### config.mk
export PLATFORM = sky130hd
export DESIGN_NAME = alu_iter
export DESIGN_NICKNAME = d
export VERILOG_FILES = /design/src/rtl/alu_iter.sv
export SDC_FILE = /design/constraint.sdc
export NUM_CORES = 1
export LEC_CHECK = 0
export ABC_AREA = 0
export BUFFER_PORTS_ARGS = -buffer_cell sky130_fd_sc_hd__buf_2
export CAP_MARGIN = 15
export CORE_AREA = 3 3 167 169
export DETAILED_ROUTE_END_ITERATION = 7
export DIE_AREA = 0 0 170 172
export PLACE_DENSITY = 0.78
export SYNTH_ARGS = -nofsm -noshare
export SYNTH_HDL_FRONTEND = slang
export SYNTH_SLANG_ARGS = --single-unit
### constraint.sdc
create_clock -name clk -period 4.8 [get_ports clk]
set_input_delay 0.24 -clock clk [delete_from_list [all_inputs] [get_ports clk]]
set_output_delay 0.24 -clock clk [all_outputs]
set_load 0.01 [all_outputs]
### src/rtl/alu_iter.sv
// alu_iter: parametrised iterative integer ALU for the multi-cycle RISC-V core.
// Operands are latched on an accepted start. Single-cycle ops (add/sub,
// compare, logic, Zba shift-add, branch compare) land in `out` one cycle
// later. Shifts walk the accumulator SHIFT_STEP bits per cycle. On RV64, word
// ops work on the low 32 bits and sign-extend the result from bit 31.
module alu_iter #(
    parameter int XLEN       = 32,
    parameter int SHIFT_STEP = 1,
    parameter int SHAMT_W    = $clog2(XLEN)
) (
    input  logic               clk,
    input  logic               rst,
    input  logic               start,
    input  logic [XLEN-1:0]    src_a,
    input  logic [XLEN-1:0]    src_b,
    input  logic [2:0]         f3,
    input  logic               arith_bit,
    input  logic               shadd,
    input  logic               branch,
    input  logic               word_op,
    output logic [XLEN-1:0]    out,
    output logic [SHAMT_W-1:0] shamt_out,
    output logic               done,
    output logic               busy
);

    typedef enum logic [1:0] {
        IDLE  = 2'd0,
        SHIFT = 2'd1,
        DONE  = 2'd2
    } state_t;

    // One extra bit so that SHIFT_STEP == XLEN is still representable.
    localparam logic [SHAMT_W:0] STEP_AMT = (SHAMT_W+1)'(SHIFT_STEP);

    state_t              state, state_next;
    logic [XLEN-1:0]     acc, acc_next;
    logic [SHAMT_W-1:0]  shamt, shamt_next;
    logic                sh_left, sh_left_next;
    logic                sh_arith, sh_arith_next;
    logic                sh_word, sh_word_next;

    logic                word_en;
    logic                is_shift;
    logic                lt_s, lt_u, eq;
    logic                taken;
    logic [XLEN-1:0]     sum;
    logic [XLEN-1:0]     alu_result;
    logic [SHAMT_W-1:0]  s_in;
    logic [XLEN-1:0]     shift_load;
    logic [SHAMT_W:0]    step_amt;
    logic [XLEN-1:0]     shifted;
    logic [SHAMT_W-1:0]  shamt_dec;

    // Replace everything above bit 31 with copies of bit 31.
    function automatic logic [XLEN-1:0] sext32(input logic [XLEN-1:0] x);
        logic [XLEN-1:0] r;
        r = x;
        for (int i = 32; i < XLEN; i++) r[i] = x[31];
        return r;
    endfunction

    // Clear everything above bit 31.
    function automatic logic [XLEN-1:0] zext32(input logic [XLEN-1:0] x);
        logic [XLEN-1:0] r;
        r = x;
        for (int i = 32; i < XLEN; i++) r[i] = 1'b0;
        return r;
    endfunction

    assign word_en   = (XLEN == 64) && word_op;
    assign is_shift  = !branch && (f3[1:0] == 2'b01);
    assign lt_s      = $signed(src_a) < $signed(src_b);
    assign lt_u      = src_a < src_b;
    assign eq        = src_a == src_b;
    assign done      = (state == DONE);
    assign busy      = (state == SHIFT);
    assign out       = acc;
    assign shamt_out = shamt;

    // Single-cycle result: branch compare wins, then Zba shift-add, then the
    // plain register-register ops.
    always_comb begin
        alu_result = '0;
        taken      = 1'b0;
        sum        = arith_bit ? (src_a - src_b) : (src_a + src_b);
        if (branch) begin
            case (f3)
                3'b000:  taken = eq;
                3'b001:  taken = !eq;
                3'b100:  taken = lt_s;
                3'b101:  taken = !lt_s;
                3'b110:  taken = lt_u;
                3'b111:  taken = !lt_u;
                default: taken = 1'b0;
            endcase
            alu_result = {XLEN{taken}};
        end else if (shadd && (f3 == 3'b010 || f3 == 3'b100 || f3 == 3'b110)) begin
            case (f3)
                3'b010:  alu_result = (src_a << 1) + src_b;
                3'b100:  alu_result = (src_a << 2) + src_b;
                default: alu_result = (src_a << 3) + src_b;
            endcase
        end else begin
            case (f3)
                3'b000:  alu_result = word_en ? sext32(sum) : sum;
                3'b010:  alu_result[0] = lt_s;
                3'b011:  alu_result[0] = lt_u;
                3'b100:  alu_result = src_a ^ src_b;
                3'b110:  alu_result = src_a | src_b;
                3'b111:  alu_result = src_a & src_b;
                default: alu_result = '0;
            endcase
        end
    end

    // Shift setup from the inputs: amount and the value the accumulator
    // starts from (word right shifts pre-extend the low word).
    always_comb begin
        s_in = '0;
        if (word_en) s_in[4:0] = src_b[4:0];
        else         s_in      = src_b[SHAMT_W-1:0];
        if (word_en) shift_load = (f3[2] && arith_bit) ? sext32(src_a) : zext32(src_a);
        else         shift_load = src_a;
    end

    // One shift step: min(SHIFT_STEP, remaining) bits in the latched direction.
    always_comb begin
        step_amt = ({1'b0, shamt} < STEP_AMT) ? {1'b0, shamt} : STEP_AMT;
        if (sh_left)       shifted = acc << step_amt;
        else if (sh_arith) shifted = $signed(acc) >>> step_amt;
        else               shifted = acc >> step_amt;
        shamt_dec = shamt - step_amt[SHAMT_W-1:0];
    end

    // Next-state and next-datapath logic; start is only honoured outside SHIFT.
    always_comb begin
        state_next    = state;
        acc_next      = acc;
        shamt_next    = shamt;
        sh_left_next  = sh_left;
        sh_arith_next = sh_arith;
        sh_word_next  = sh_word;
        case (state)
            IDLE, DONE: begin
                state_next = IDLE;
                if (start) begin
                    if (is_shift) begin
                        sh_left_next  = !f3[2];
                        sh_arith_next = f3[2] && arith_bit;
                        sh_word_next  = word_en;
                        if (s_in == '0) begin
                            acc_next   = word_en ? sext32(src_a) : src_a;
                            shamt_next = '0;
                            state_next = DONE;
                        end else begin
                            acc_next   = shift_load;
                            shamt_next = s_in;
                            state_next = SHIFT;
                        end
                    end else begin
                        acc_next   = alu_result;
                        shamt_next = '0;
                        state_next = DONE;
                    end
                end
            end
            SHIFT: begin
                acc_next   = shifted;
                shamt_next = shamt_dec;
                if (shamt_dec == '0) begin
                    state_next = DONE;
                    if (sh_word) acc_next = sext32(shifted);
                end
            end
            default: begin
                state_next = IDLE;
                shamt_next = '0;
            end
        endcase
    end

    // State register.
    always_ff @(posedge clk or posedge rst) begin
        if (rst) state <= IDLE;
        else     state <= state_next;
    end

    // Accumulator, remaining shift count and latched shift flavour.
    always_ff @(posedge clk or posedge rst) begin
        if (rst) begin
            acc      <= '0;
            shamt    <= '0;
            sh_left  <= 1'b0;
            sh_arith <= 1'b0;
            sh_word  <= 1'b0;
        end else begin
            acc      <= acc_next;
            shamt    <= shamt_next;
            sh_left  <= sh_left_next;
            sh_arith <= sh_arith_next;
            sh_word  <= sh_word_next;
        end
    end

endmodule

# Yosys cells after proc, flatten, opt, wreduce, memory -nomap -nowiden
# Cells that the tools add are included.
[word_totals]
wordCells = 73
latch_bits = 0
regBits = 41
n_memories = 0
input_bits = 74
output_inout_bits = 39
romBits = 0
ram_bits = 0
[classes]
addsub = 6
bitwise = 3
n_div = 0
eq_ne = 13
mul = 0
muxes = 22
n_lt_le_gt_ge = 3
shift = 3
reduce_logical = 18
[op_table]
columns = ["op", "n"]
rows = [
  ["$mux W32", 7],
  ["$add A32 B32 Y32", 4],
  ["$pmux W32 S2", 2],
  ["$pmux W31 S4", 1],
  ["$lt A32 B32 Y1", 2],
  ["$and A32 B32 Y32", 1],
  ["$eq A32 B32 Y1", 1],
  ["$or A32 B32 Y32", 1],
  ["$shl A32 B5 Y32", 1],
  ["$shr A32 B5 Y32", 1],
  ["$sshr A32 B5 Y32", 1],
  ["$sub A32 B32 Y32", 1],
  ["$xor A32 B32 Y32", 1],
  ["$mux W5", 4],
  ["$eq A3 B3 Y1 const B", 4],
  ["$pmux W1 S6", 2],
  ["$logic_not A5 Y1", 2],
  ["$pmux W5 S2", 1],
  ["$mux W2", 4],
  ["$eq A3 B2 Y1 const B", 2],
  ["$logic_not A1 Y1", 5],
  ["$lt A5 B1 Y1 const B", 1],
  ["$sub A5 B5 Y5", 1],
  ["$eq A2 B1 Y1 const B", 2],
  ["13 further kinds", 16],
]

# Longest topological paths before layout
# Gate-level depths: netlist (run 1).
[depth]
ltp_word = 9
ltp_mapped = 14
mapped_depth_nobuf = 13

# Worst setup path after synthesis (run 1)
# No wires, ideal clock.
[synth_timing]
path_type = "input to register"
start = "input port src_a[15]"
end = "register acc[25], in the netlist out[25]"
slack_ns = 1.512
t_required_ns = 4.676
path_buffers = 2
setup_ns = 0.124
stages = 14
arrival_ns = 3.164
cell_sequence = "inv_1 -> ha_1 -> buf_6 -> or2_4 -> nor3_2 -> nand4_2 -> or4_1 -> xor2_1 -> o311ai_4 -> o41a_4 -> buf_8 -> nor3_4 -> o2111ai_1 -> o31a_1"
[synth_between]
elab_chain_cells = 8
elab_cells_between_ends = 20
cone_classes = "add/sub (5); order compare (2); eq/ne (1); mux (9); reduce/logical (3)"
[synth_rtl]
columns = ["item", "line_no", "source"]
rows = [
  ["start, declared", "14", "input logic [XLEN-1:0] src_a,"],
  ["$add A32 B32 Y32 / $sub A32 B32 Y32 (equally long branches)", "86", "sum = arith_bit ? (src_a - src_b) : (src_a + src_b);"],
  ["$mux W32", "86", ""],
  ["$pmux W31 S4", "105", "case (f3)"],
  ["$mux W32", "98", "end else if (shadd && (f3 == 3'b010 || f3 == 3'b100 || f3 == 3'b110)) begin"],
  ["$mux W32 (*)", "87", "if (branch) begin"],
  ["$mux W32 (*)", "148", "if (is_shift) begin"],
  ["$mux W32 (*)", "147", "if (start) begin"],
  ["$pmux W32 S2 (*)", "144", "case (state)"],
  ["end signal, assigned", "198", "acc <= acc_next;"],
  ["end, declared", "37", "logic [XLEN-1:0] acc, acc_next;"],
]
# Every way passes the cells marked *; elsewhere a longest branch is shown, timed or not. The select of a mux whose other input is x is not followed.
# A chain may end at the register's enable or synchronous reset.

# Worst setup path after layout (run 1)
[layout_timing]
start = "input port src_b[4]"
end = "register acc[6], in the netlist out[6]"
[layout_between]
elab_chain_cells = 8
elab_cells_between_ends = 20
cone_classes = "add/sub (5); order compare (2); eq/ne (1); mux (9); reduce/logical (3)"
[layout_rtl]
columns = ["item", "line_no", "source"]
rows = [
  ["start, declared", "15", "input logic [XLEN-1:0] src_b,"],
  ["$add A32 B32 Y32 / $sub A32 B32 Y32 (equally long branches)", "86", ""],
  ["$mux W32", "86", ""],
  ["$pmux W31 S4", "105", ""],
  ["$mux W32", "98", ""],
  ["$mux W32 (*)", "87", ""],
  ["$mux W32 (*)", "148", ""],
  ["$mux W32 (*)", "147", ""],
  ["$pmux W32 S2 (*)", "144", ""],
]
# Marks and branches as above.

==> results.md, run 1 <==
* Outcome: finished, final reports clean
* # port buffers at 111
* Placed inst area at 0.01397 mm2
* Max-cap violation count at 0
* # diodes at 0
* Core area at 0.02673 mm2
* All-layer global routing usage at 35.59%
* CP max FO at 25
* Syn Nets at 2135
* Hold_buf cts at 0
* Max VDD drop at 164.1 uV
* Top cell family by delay on the critical path: compound AO/OA/AOI/OAI gates
* Hold Path Class: input port to async pin
* Total setup buffers inserted after CTS at 0
* DR WL/cell at 24.21 um
* Crit path arrival time at 4350 ps
* Sw Ratio at 51.30%
* Most used DFF post-synth: dfrtp_1
* Initial core utilization at 49.22%
* Yosys reg bits at 41
* Comb power frac at 68.5%
* Buf+Inv Stages, Crit Path at 2
* Pwr Density at 218.4 mW/mm2
* Worst setup margin at 679.5 ps
* Vias per inst at 6.901
* Syn-to-layout area delta at 7.609%
* Clk pin slew, worst setup/hold paths at 60 ps
* Tcrit/Tclk final at 85.84%
* YS warnings at 0
* Ratio of cells with drive above 1 in the final layout at 11.01%
* Number of synthesized flops with an enable pin at 0
* WP data required at 5030 ps
* Antenna violations before repair at 1
* TritonRoute pass-1 iters at 6
* Post-DP HPWL at 43230 um
* I/O Pins at 113
* Clock share of power at 13.0%
* CTS tree: built
* Final std cells w/o fill at 2267
* Final Slew Violations at 0
* Vias in the first global route at 14172
* Final hold violations at 0
* Tmin final at 4120 ps
* Mapped Area at 0.01315 mm2
* Rel. slew slack at 29.01%
* Max H-tree Level at 2
* Total CTS buffers at 5
* Worst-Skew Late Latency at 290 ps
* Sequential cell fraction of total power at 18.5%
* CP max stage cell: a2111oi_1
* Critical path launch point type: input port
* Post-Syn Instances at 1870
* Avg Cell Area, Syn at 7.034 um2
* Starting DRT DRC Count at 2591
* Die Width at 170 um
* Internal power at 0.001506 W
* Largest incremental delay on the critical path at 660 ps
* Routed WL at 54880 um
* Psw at 0.001586 W
* # placed instances at 2258
* Setup TNS at 0 ps
* Max clock buf depth at 2
* Crit Path Class: input port to flop
* Distinct cells, synth at 91
* Final hold slack at 79.50 ps
* DRC at 0
* Vert. Die Dim at 172 um
* # setup viols final at 0
* Fmax at 242.7 MHz
* DRT antenna net count at 0
* Setup Slack @ Placement at 600.9 ps
* Critical Path Sink Type: flop
* Worst slew pin tran at 1061 ps
* Gr ovfl total at 0
* Root Driver: clkbuf_16
* Largest net degree at the start of global routing at 46
* Finished Cell Area at 0.01415 mm2
* Die area at 0.02924 mm2
* Asr flop ratio synth at 100.0%
* Placer Congestion at 1.053
* Clk sink count at 41
* Fill count at 2641
* Nets at 2190
* Site Rows at 60
* Leakage power at 6.367 nW
* Global-route wire length before repair at 81470 um
* Cell Chain, Critical Path: buf_2 -> inv_1 -> ha_1 -> nor2_1 -> a221oi_4 -> a21oi_2 -> nor2_2 -> o221ai_2 -> a2111oi_1 -> o41a_4 -> o221ai_1 -> a21oi_1 -> o2bb2a_1
* Cts repair resizes at 0
* Seq/Total Area, Yosys at 7.800%
* RSZ-0062 raised after global routing: no
* Worst Clk Skew at 3.229 ps
* Via count at 15644
## worst paths after layout
check / startpoint / end / slack [ps] / cells past startpoint
min in group clk: start / sh_arith$_DFFE_PP0P_ / 350 / 3
max: src_b[4] / out[6]$_DFFE_PP0P_ / 680 / 13
min reg2reg: sh_arith$_DFFE_PP0P_ / sh_arith$_DFFE_PP0P_ / 540 / 2
min: rst / out[31]$_DFFE_PP0P_ / 80 / 3
max reg2reg: state[0]$_DFFE_PP0P_ / out[19]$_DFFE_PP0P_ / 1690 / 9
max in group asynchronous: rst / sh_left$_DFFE_PP0P_ / 4300 / 3
## cell usage in the layout, fill, tap and decap left out, types with 12 or more instances in the layout
cell and count:
a31oi_1 34, nand2b_1 19, o22ai_1 30, o221ai_1 25, nand2_1 149, buf_4 34
nor2b_1 19, inv_1 119, o21ai_0 137, a211oi_1 35, ha_1 186, or3_1 12
a21o_1 50, buf_2 111, a21oi_1 193, mux2i_1 33, nand4_1 20, nor2_1 169
o211ai_1 25, and3_1 14, o31ai_1 18, a22oi_1 19, o21a_1 26, o21bai_1 23
nand3_1 50, xnor2_1 71, dfrtp_1 40, nor3_1 28, xor2_1 29
## metal layers
metal	GRT usage [%]	up-vias	share of wire, %
li1	-	7077	-
met1	49.66	7352	42
met2	54.73	1065	42
met3	8.299	148	13
met4	10.72	2	3.2
met5	0	-	0.022
## state kept, by name, summed over array words and instances (netlist names)
signal     cells
shamt_out      5
sh_left        1
sh_arith       1
out           32
state          2
## kinds of logic (layout without fill, tap and decap cells)
family / count (synthesis) / count (layout) / share of synthesized area, %
fa+ha+maj: 191 / 191 / 18.45
xor+xnor: 100 / 100 / 6.658
simple gates: 528 / 528 / 18.95
flops: 41 / 41 / 7.800
compound gates: 747 / 747 / 38.09
mux: 43 / 43 / 3.367
buf+inv: 220 / 276 / 6.687
## worst reg2reg max path: cells and delay by family (launching register included)
| family | cells | cell delay (ps) |
|---|---|---|
| DFF | 1 | 430 |
| AOI/OAI and AO/OA | 4 | 970 |
| and+or+nand+nor | 3 | 790 |
| buffers and inverters | 2 | 740 |
## cell type report
type | count | area (um2) | share of cell area (%)
Multi-Input combinational cell | 1609 | 11250 | 79.47
Tap cell | 341 | 426.7 | 3.014
Sequential cell | 41 | 1027 | 7.257
Inverter | 122 | 457.9 | 3.235
Timing Repair Buffer | 146 | 822.0 | 5.807
Clock inverter | 1 | 30.03 | 0.2121
Clock buffer | 7 | 142.6 | 1.008
## synthesized netlist by cell type (29+ instances only)
cell type	n	area share [%]
nand3_1	50	1.9
dfrtp_1	41	7.8
a31oi_1	34	1.6
clkbuf_1	73	2.1
mux2i_1	33	2.5
nand2_1	149	4.3
inv_1	119	3.4
xor2_1	29	1.9
a21o_1	50	2.9
ha_1	186	18
nor2_1	169	4.8
a211oi_1	35	2.0
o21ai_0	137	5.2
o22ai_1	30	1.4
xnor2_1	71	4.7
a21oi_1	193	7.3
## per-stage QoR
stage	utilization, %	total power (W)
after floorplan	-	0.001957
after global placement	52.28	0.002569
after detailed placement	52.28	0.002603
after CTS	52.92	0.003013
after global routing	52.96	0.003281
final	52.96	0.003092
## power by group through the flow
stage | Sequential, W | Combinational, W | Clock [W]
2_1_floorplan | 0.000553 | 0.00140 | 0
3_3_place_gp | 0.000565 | 0.00200 | 0
3_5_place_dp | 0.000571 | 0.00203 | 0
4_1_cts | 0.000565 | 0.00204 | 0.000403
5_1_grt | 0.000586 | 0.00228 | 0.000416
6_report | 0.000572 | 0.00212 | 0.000400
No activity file was read; power rests on OpenSTA's default activity.
==> run 2, diff against run 1 <==
PLACE_DENSITY = 0.8   (was 0.78)
clock period = 3.6 ns   (was 4.8 ns; I/O delays follow)
==> run 2 against run 1 <==
- the flow now finishes with violations (DRC)
- combinational power is 47% higher
- core utilization is 5.7 points higher
- non-clock buffer count is 201 higher
- die area stayed put
- first-iteration DRC count stayed put
- sequential power is 33% higher
- worst hold slack worse by 58 ps
- clock skew is 4.1 ps higher
- largest cell class unchanged
==> results.md, run 2 (same netlist as run 1, synthesis figures left out) <==
* Die Width at 170 um (unchanged)
* WP data required at 3740 ps (was 5030 ps)
* Leakage power at 7.329 nW (was 6.367 nW)
* Most common cell after layout, fill and taps aside: buf_4 (was a21oi_1)
* Final Slew Violations at 0 (unchanged)
* Rel. slew slack at 31.90% (was 29.01%)
* Total setup buffers inserted after CTS at 0 (unchanged)
* Setup crit start: src_b[4] (unchanged)
* Fmax at 288.4 MHz
* DRC at 2 (was 0)
* Largest net degree at the start of global routing at 46 (unchanged)
* Pwr Density at 280.3 mW/mm2 (was 218.4 mW/mm2)
* Placed inst area at 0.01549 mm2 (was 0.01397 mm2)
* Via count at 16428 (was 15644)
* Clk pin slew, worst setup/hold paths at 60 ps (about the same)
* Failing checks: DRC
* DRT antenna net count at 0 (unchanged)
* Max clock buf depth at 2 (unchanged)
* Max H-tree Level at 2 (unchanged)
* Worst R2R Start: state[0]$_DFFE_PP0P_ (unchanged)
* Final hold violations at 0 (unchanged)
* Outcome: finished, violations left (was finished, final reports clean)
* Crit Path Class: input port to flop (unchanged)
* Starting DRT DRC Count at 2591 (unchanged)
* Crit path arrival time at 3610 ps (was 4350 ps)
* Worst slew pin tran at 1018 ps (was 1061 ps)
* Syn-to-layout area delta at 19.14% (was 7.609%)
* Nets at 2391 (was 2190)
* # port buffers at 111 (unchanged)
* Routed WL at 58550 um (was 54880 um)
* Vert. Die Dim at 172 um (unchanged)
* All-layer global routing usage at 38.03% (was 35.59%)
* Critical Path Sink Type: flop (unchanged)
* Critical path launch point type: input port (unchanged)
* Core area at 0.02673 mm2 (unchanged)
* Finished Cell Area at 0.01567 mm2 (was 0.01415 mm2)
* Setup TNS at 0 ps (unchanged)
* # setup viols final at 0 (unchanged)
* Hold Path Class: input port to async pin (unchanged)
* I/O Pins at 113 (unchanged)
* Root Driver: clkbuf_16 (unchanged)
* RSZ-0062 raised after global routing: no (unchanged)
* Area of the multi-input gates at 0.01126 mm2 (was 0.01125 mm2)
* Final std cells w/o fill at 2468 (was 2267)
* Tcrit/Tclk final at 96.31%
* CP max FO at 4 (was 25)
* Post-DP HPWL at 47940 um (was 43230 um)
* CTS tree: built (unchanged)
* Worst Clk Skew at 7.290 ps (was 3.229 ps)
* Die area at 0.02924 mm2 (unchanged)
* Global-route wire length before repair at 87260 um (was 81470 um)
* DR WL/cell at 23.72 um (was 24.21 um)
* Max VDD drop at 197.9 uV (was 164.1 uV)
* Worst-Skew Late Latency at 290 ps (about the same)
* Total CTS buffers at 5 (unchanged)
* # placed instances at 2460 (was 2258)
* Initial core utilization at 49.22% (unchanged)
* Vias per inst at 6.656 (was 6.901)
* TritonRoute pass-1 iters at 8 (was 6)
* Tmin final at 3467 ps
* Gr ovfl total at 0 (unchanged)
* Max FFs per register at 32 (unchanged)
* Placer Congestion at 1.063 (was 1.053)
* Vias in the first global route at 14942 (was 14172)
* Register area at 0.001027 mm2 (unchanged)
* Ratio of cells with drive above 1 in the final layout at 19.56% (was 11.01%)
* Fill count at 2500 (was 2641)
* Clk sink count at 41 (unchanged)
* Final hold slack at 21.49 ps (was 79.50 ps)
* # diodes at 0 (unchanged)
* Site Rows at 60 (unchanged)
* Antenna violations before repair at 3 (was 1)
* Max-cap violation count at 0 (unchanged)
* Commonest non-fill, non-tap cells in the layout: buf_4 (236), a21oi_1 (193), ha_1 (186), nor2_1 (169), nand2_1 (149) (was a21oi_1 (193), ha_1 (186), nor2_1 (169), nand2_1 (149), o21ai_0 (137))
==> run 2: final cells by class <==
cell class,instances,area share (%)
clock inverters,3,0.2954
clock buffers,5,0.7984
flip-flops and latches,41,6.555
well taps,341,2.723
multi-input cells,1609,71.86
repair buffers,347,14.85
inverters,122,2.922
==> run 2: layer usage <==
layer | global-route usage (%) | part of all wire, % | vias up
met5 | 0 | 0 | -
met4 | 8.889 | 2.6 | 0
met3 | 6.950 | 12 | 148
met2 | 58.04 | 42 | 1086
met1 | 55.61 | 43 | 7738
li1 | - | - | 7456
==> run 2: worst paths after layout <==
path,end,slack [ps],cells past startpoint
worst min-delay path,out[24]$_DFFE_PP0P_,20,3
worst max-delay path,out[28]$_DFFE_PP0P_,130,14
worst max register to register,out[25]$_DFFE_PP0P_,530,8
min in group clk,sh_arith$_DFFE_PP0P_,300,3
worst min register to register,out[3]$_DFFE_PP0P_,560,1
max in group asynchronous,sh_left$_DFFE_PP0P_,3180,3
==> run 2: timing repair <==
item	4_1_cts	5_1_grt
endpoints found under the setup margin	0	3
endpoints found under the hold margin	0	0
hold buffers	0	0
resized for setup	0	3
==> run 2: power by group <==
| group | total [W] | internal, W | switching [W] | leakage (nW) |
|---|---|---|---|---|
| combinational | 0.00311 | 0.00128 | 0.00182 | 6.72 |
| sequential | 0.000762 | 0.000576 | 0.000187 | 0.524 |
| clock | 0.000524 | 0.000328 | 0.000196 | 0.0800 |
==> run 2: per-stage QoR <==
step | setup WS (ps) | power, W | utilization (%)
after floorplan | 371.9 | 0.002609 | -
after global placement | -89.59 | 0.003689 | 57.95
after detailed placement | -101.6 | 0.003739 | 57.95
after CTS | 179.9 | 0.004278 | 58.59
after global routing | 23.70 | 0.004635 | 58.64
final | 132.8 | 0.004393 | 58.64
==> run 2: critical path, cell delays in order <==
cell and delay, ps:
buf_2 120, buf_4 130, ha_1 280, a211oi_1 70, nor2_1 260, o22a_1 280, a31o_2 220, a41oi_1 170
buf_4 190, o31ai_1 670, o21a_1 230, o211ai_1 130, a221oi_1 480, o21ai_0 200
==> run 3, diff against run 2 <==
ABC_AREA = 1   (was 0)
CORE_AREA = 3 3 180 182   (was 3 3 167 169)
CTS_BUF_LIST = sky130_fd_sc_hd__clkbuf_16   (was not set)
DIE_AREA = 0 0 183 185   (was 0 0 170 172)
==> run 3 against run 2 <==
- the run still ends with DRC left
- clock-buffer cell count unchanged
- synthesized area up 17%
- synthesized cell count is 54% higher
- non-clock buffer count fell by 189
- setup slack better by 420 ps
- critical path depth rose by 8
- largest cell class unchanged
- largest power group unchanged
- highest routed layer unchanged
==> results.md, run 3 <==
* Outcome: finished, violations left (unchanged)
* Failing checks: DRC (unchanged)
* Commonest non-fill, non-tap cells in the layout: nand2_1 (928), inv_1 (376), nor2_1 (275), a21oi_1 (273), nand3_1 (242) (was buf_4 (236), a21oi_1 (193), ha_1 (186), nor2_1 (169), nand2_1 (149))
* # setup viols final at 0 (unchanged)
* Rel. slew slack at 26.71% (was 31.90%)
* Avg Cell Area, Syn at 5.328 um2 (was 7.034 um2)
* Most common cell after layout, fill and taps aside: nand2_1 (was buf_4)
* Nets at 3237 (was 2391)
* All-layer global routing usage at 38.27% (was 38.03%)
* Vias per inst at 6.001 (was 6.656)
* Mapped Area at 0.01538 mm2 (was 0.01315 mm2)
* Via count at 20219 (was 16428)
* Cell accounting for the most synthesized area: nand2_1 (was ha_1)
* Setup crit start: src_a[25] (was src_b[4])
* Final Slew Violations at 0 (unchanged)
* Antenna violations before repair at 0 (was 3)
* Die Width at 183 um (was 170 um)
* R2R Setup Slk at 940 ps (was 530 ps)
* Max FFs per register at 32 (unchanged)
* Site Rows at 64 (was 60)
* Initial core utilization at 50.01% (was 49.22%)
* Worst Clk Skew at 7.414 ps (was 7.290 ps)
* Ratio of cells with drive above 1 in the final layout at 8.443% (was 19.56%)
* Finished Cell Area at 0.01660 mm2 (was 0.01567 mm2)
* Distinct cells, synth at 52 (was 91)
* Top-area cell type share of the netlist area at 22.65% (was 17.69%)
* Synth area leaders: nand2_1 (23%), ha_1 (15%), inv_1 (9.2%) (was ha_1 (18%), dfrtp_1 (7.8%), a21oi_1 (7.3%))
* Worst R2R End: out[30]$_DFFE_PP0P_ (was out[25]$_DFFE_PP0P_)
* Vert. Die Dim at 185 um (was 172 um)
* DR WL/cell at 20.19 um (was 23.72 um)
* # diodes at 0 (unchanged)
* TritonRoute pass-1 iters at 8 (unchanged)
* Asr flop ratio synth at 100.0% (unchanged)
* Tcrit/Tclk final at 84.51% (was 96.31%)
* Core area at 0.03075 mm2 (was 0.02673 mm2)
* Syn-to-layout area delta at 7.925% (was 19.14%)
* CTS tree: built (unchanged)
* Setup TNS at 0 ps (unchanged)
* Max VDD drop at 259.8 uV (was 197.9 uV)
* Starting DRT DRC Count at 2434 (was 2591)
* Post-Syn Instances at 2886 (was 1870)
* Fmax at 328.7 MHz (was 288.4 MHz)
* Number of synthesized flops with an enable pin at 0 (unchanged)
* Clk pin slew, worst setup/hold paths at 70 ps (was 60 ps)
* Top cells by count, synth: nand2_1 (928), inv_1 (376), nor2_1 (279) (was a21oi_1 (193), ha_1 (186), nor2_1 (169))
* Crit path to: out[19]$_DFFE_PP0P_ (was out[28]$_DFFE_PP0P_)
* Critical path launch point type: input port (unchanged)
* Seq/Total Area, Yosys at 6.672% (was 7.800%)
* Syn Nets at 3151 (was 2135)
* Fill count at 3399 (was 2500)
* Yosys reg bits at 41 (unchanged)
* Post-DP HPWL at 56780 um (was 47940 um)
* YS warnings at 0 (unchanged)
* Routed WL at 68030 um (was 58550 um)
* Worst-Skew Late Latency at 290 ps (about the same)
* DRT antenna net count at 0 (unchanged)
* RSZ-0062 raised after global routing: no (unchanged)
* Worst slew pin tran at 1098 ps (was 1018 ps)
* Final hold violations at 0 (unchanged)
* Crit path arrival time at 3220 ps (was 3610 ps)
* Largest net degree at the start of global routing at 51 (was 46)
* # port buffers at 111 (unchanged)
* Crit Path Class: input port to flop (unchanged)
* Cts repair resizes at 0 (unchanged)
* Hold Path Class: input port to flop (was input port to async pin)
* Top-count cell post-synth: nand2_1 (was a21oi_1)
* Critical Path Sink Type: flop (unchanged)
* Root Driver: clkbuf_16 (unchanged)
* Tmin final at 3042 ps (was 3467 ps)
* CP max FO at 20 (was 4)
* DRC at 1 (was 2)
* Total CTS buffers at 5 (unchanged)
* Placer Congestion at 1.029 (was 1.063)
* R2R cell count at 9 (was 8)
* Pwr Density at 304.5 mW/mm2 (was 280.3 mW/mm2)
* Placed inst area at 0.01639 mm2 (was 0.01549 mm2)
* Max clock buf depth at 2 (unchanged)
* Worst R2R Start: state[0]$_DFFE_PP0P_ (unchanged)
* Vias in the first global route at 18454 (was 14942)
* Max H-tree Level at 2 (unchanged)
* Global-route wire length before repair at 101300 um (was 87260 um)
* Gr ovfl total at 0 (unchanged)
* Most used DFF post-synth: dfrtp_1 (unchanged)
* I/O Pins at 113 (unchanged)
* Leakage power at 8.990 nW (was 7.329 nW)
* Clk sink count at 41 (unchanged)
* Die area at 0.03386 mm2 (was 0.02924 mm2)
* Max-cap violation count at 0 (unchanged)
* WP data required at 3780 ps (was 3740 ps)
## run 3: critical path, stage by stage
cell and delay [ps]:
buf_2 130, inv_1 120, ha_1 600, inv_2 140
a21oi_1 200, o21bai_1 120, nand2_1 80, nand3_1 140
nor2_4 170, nand2_2 80, inv_2 60, nor2_1 40
nor2_2 110, nand3_2 70, nand2_2 140, nand2_4 130
inv_4 230, nand2_2 70, nand2_1 170, nand2_1 80
nand2_1 60, nand2_1 50
## run 3: cells by family after synthesis
kind of cell | synth area share, %
DFF | 6.672
buffers and inverters | 12.33
AOI/OAI and AO/OA | 18.97
xor gates and xnor gates | 1.481
adders and majority gates | 15.79
and+or+nand+nor | 44.77
## run 3: power by group
group / total, W / switching, W / internal [W]
sequential: 0.000852 / 0.000211 / 0.000642
combinational: 0.00359 / 0.00246 / 0.00114
clock: 0.000607 / 0.000206 / 0.000400
## run 3: how the worst min path moves through the flow
stage,cells after the start,from,to
after floorplan,2,src_b[1],shamt_out[1]$_DFFE_PP0P_
after global placement,2,rst,shamt_out[0]$_DFFE_PP0P_
after detailed placement,2,rst,shamt_out[0]$_DFFE_PP0P_
after CTS,3,src_b[1],shamt_out[1]$_DFFE_PP0P_
after global routing,4,start,shamt_out[2]$_DFFE_PP0P_
final,3,src_b[1],shamt_out[1]$_DFFE_PP0P_
## run 3: area by class of cell
cell class,instances,area (um2),share of cell area [%]
clock buffers,5,125.1,0.7539
clock inverters,3,68.82,0.4147
inverters,400,1504,9.062
multi-input cells,2366,12470,75.11
flip-flops and latches,41,1026,6.182
well taps,396,495.5,2.986
repair buffers,158,910.9,5.489
## run 3: repair_timing
item                                   CTS  global route
hold buffers                             1             0
endpoints found under the hold margin    7             0
setup buffers                            0             0
## run 3: per-stage QoR
| stage | util (%) | hold slack [ps] | total power, W | setup slack [ps] | std cells |
|---|---|---|---|---|---|
| global route | 53.97 | 261.7 | 0.005421 | 335.4 | 3369 |
| detailed placement | 53.31 | 140.7 | 0.004304 | 357.4 | 3360 |
| global placement | 53.31 | 134.8 | 0.004235 | 357.8 | 3360 |
| floorplan | - | 326.8 | 0.003161 | 1297 | 2886 |
| CTS | 53.97 | 224.2 | 0.004925 | 647.0 | 3369 |
| finish | 53.97 | 232.4 | 0.005053 | 557.8 | 3369 |
## run 3: layer usage
metal  share of wire, %  GRT usage, %  vias up
met5                  0             0        -
met4                5.5         16.88        0
met3                 11         6.147      207
met2                 44         62.35     1156
met1                 40         50.11     9279
li1                   -             -     9577
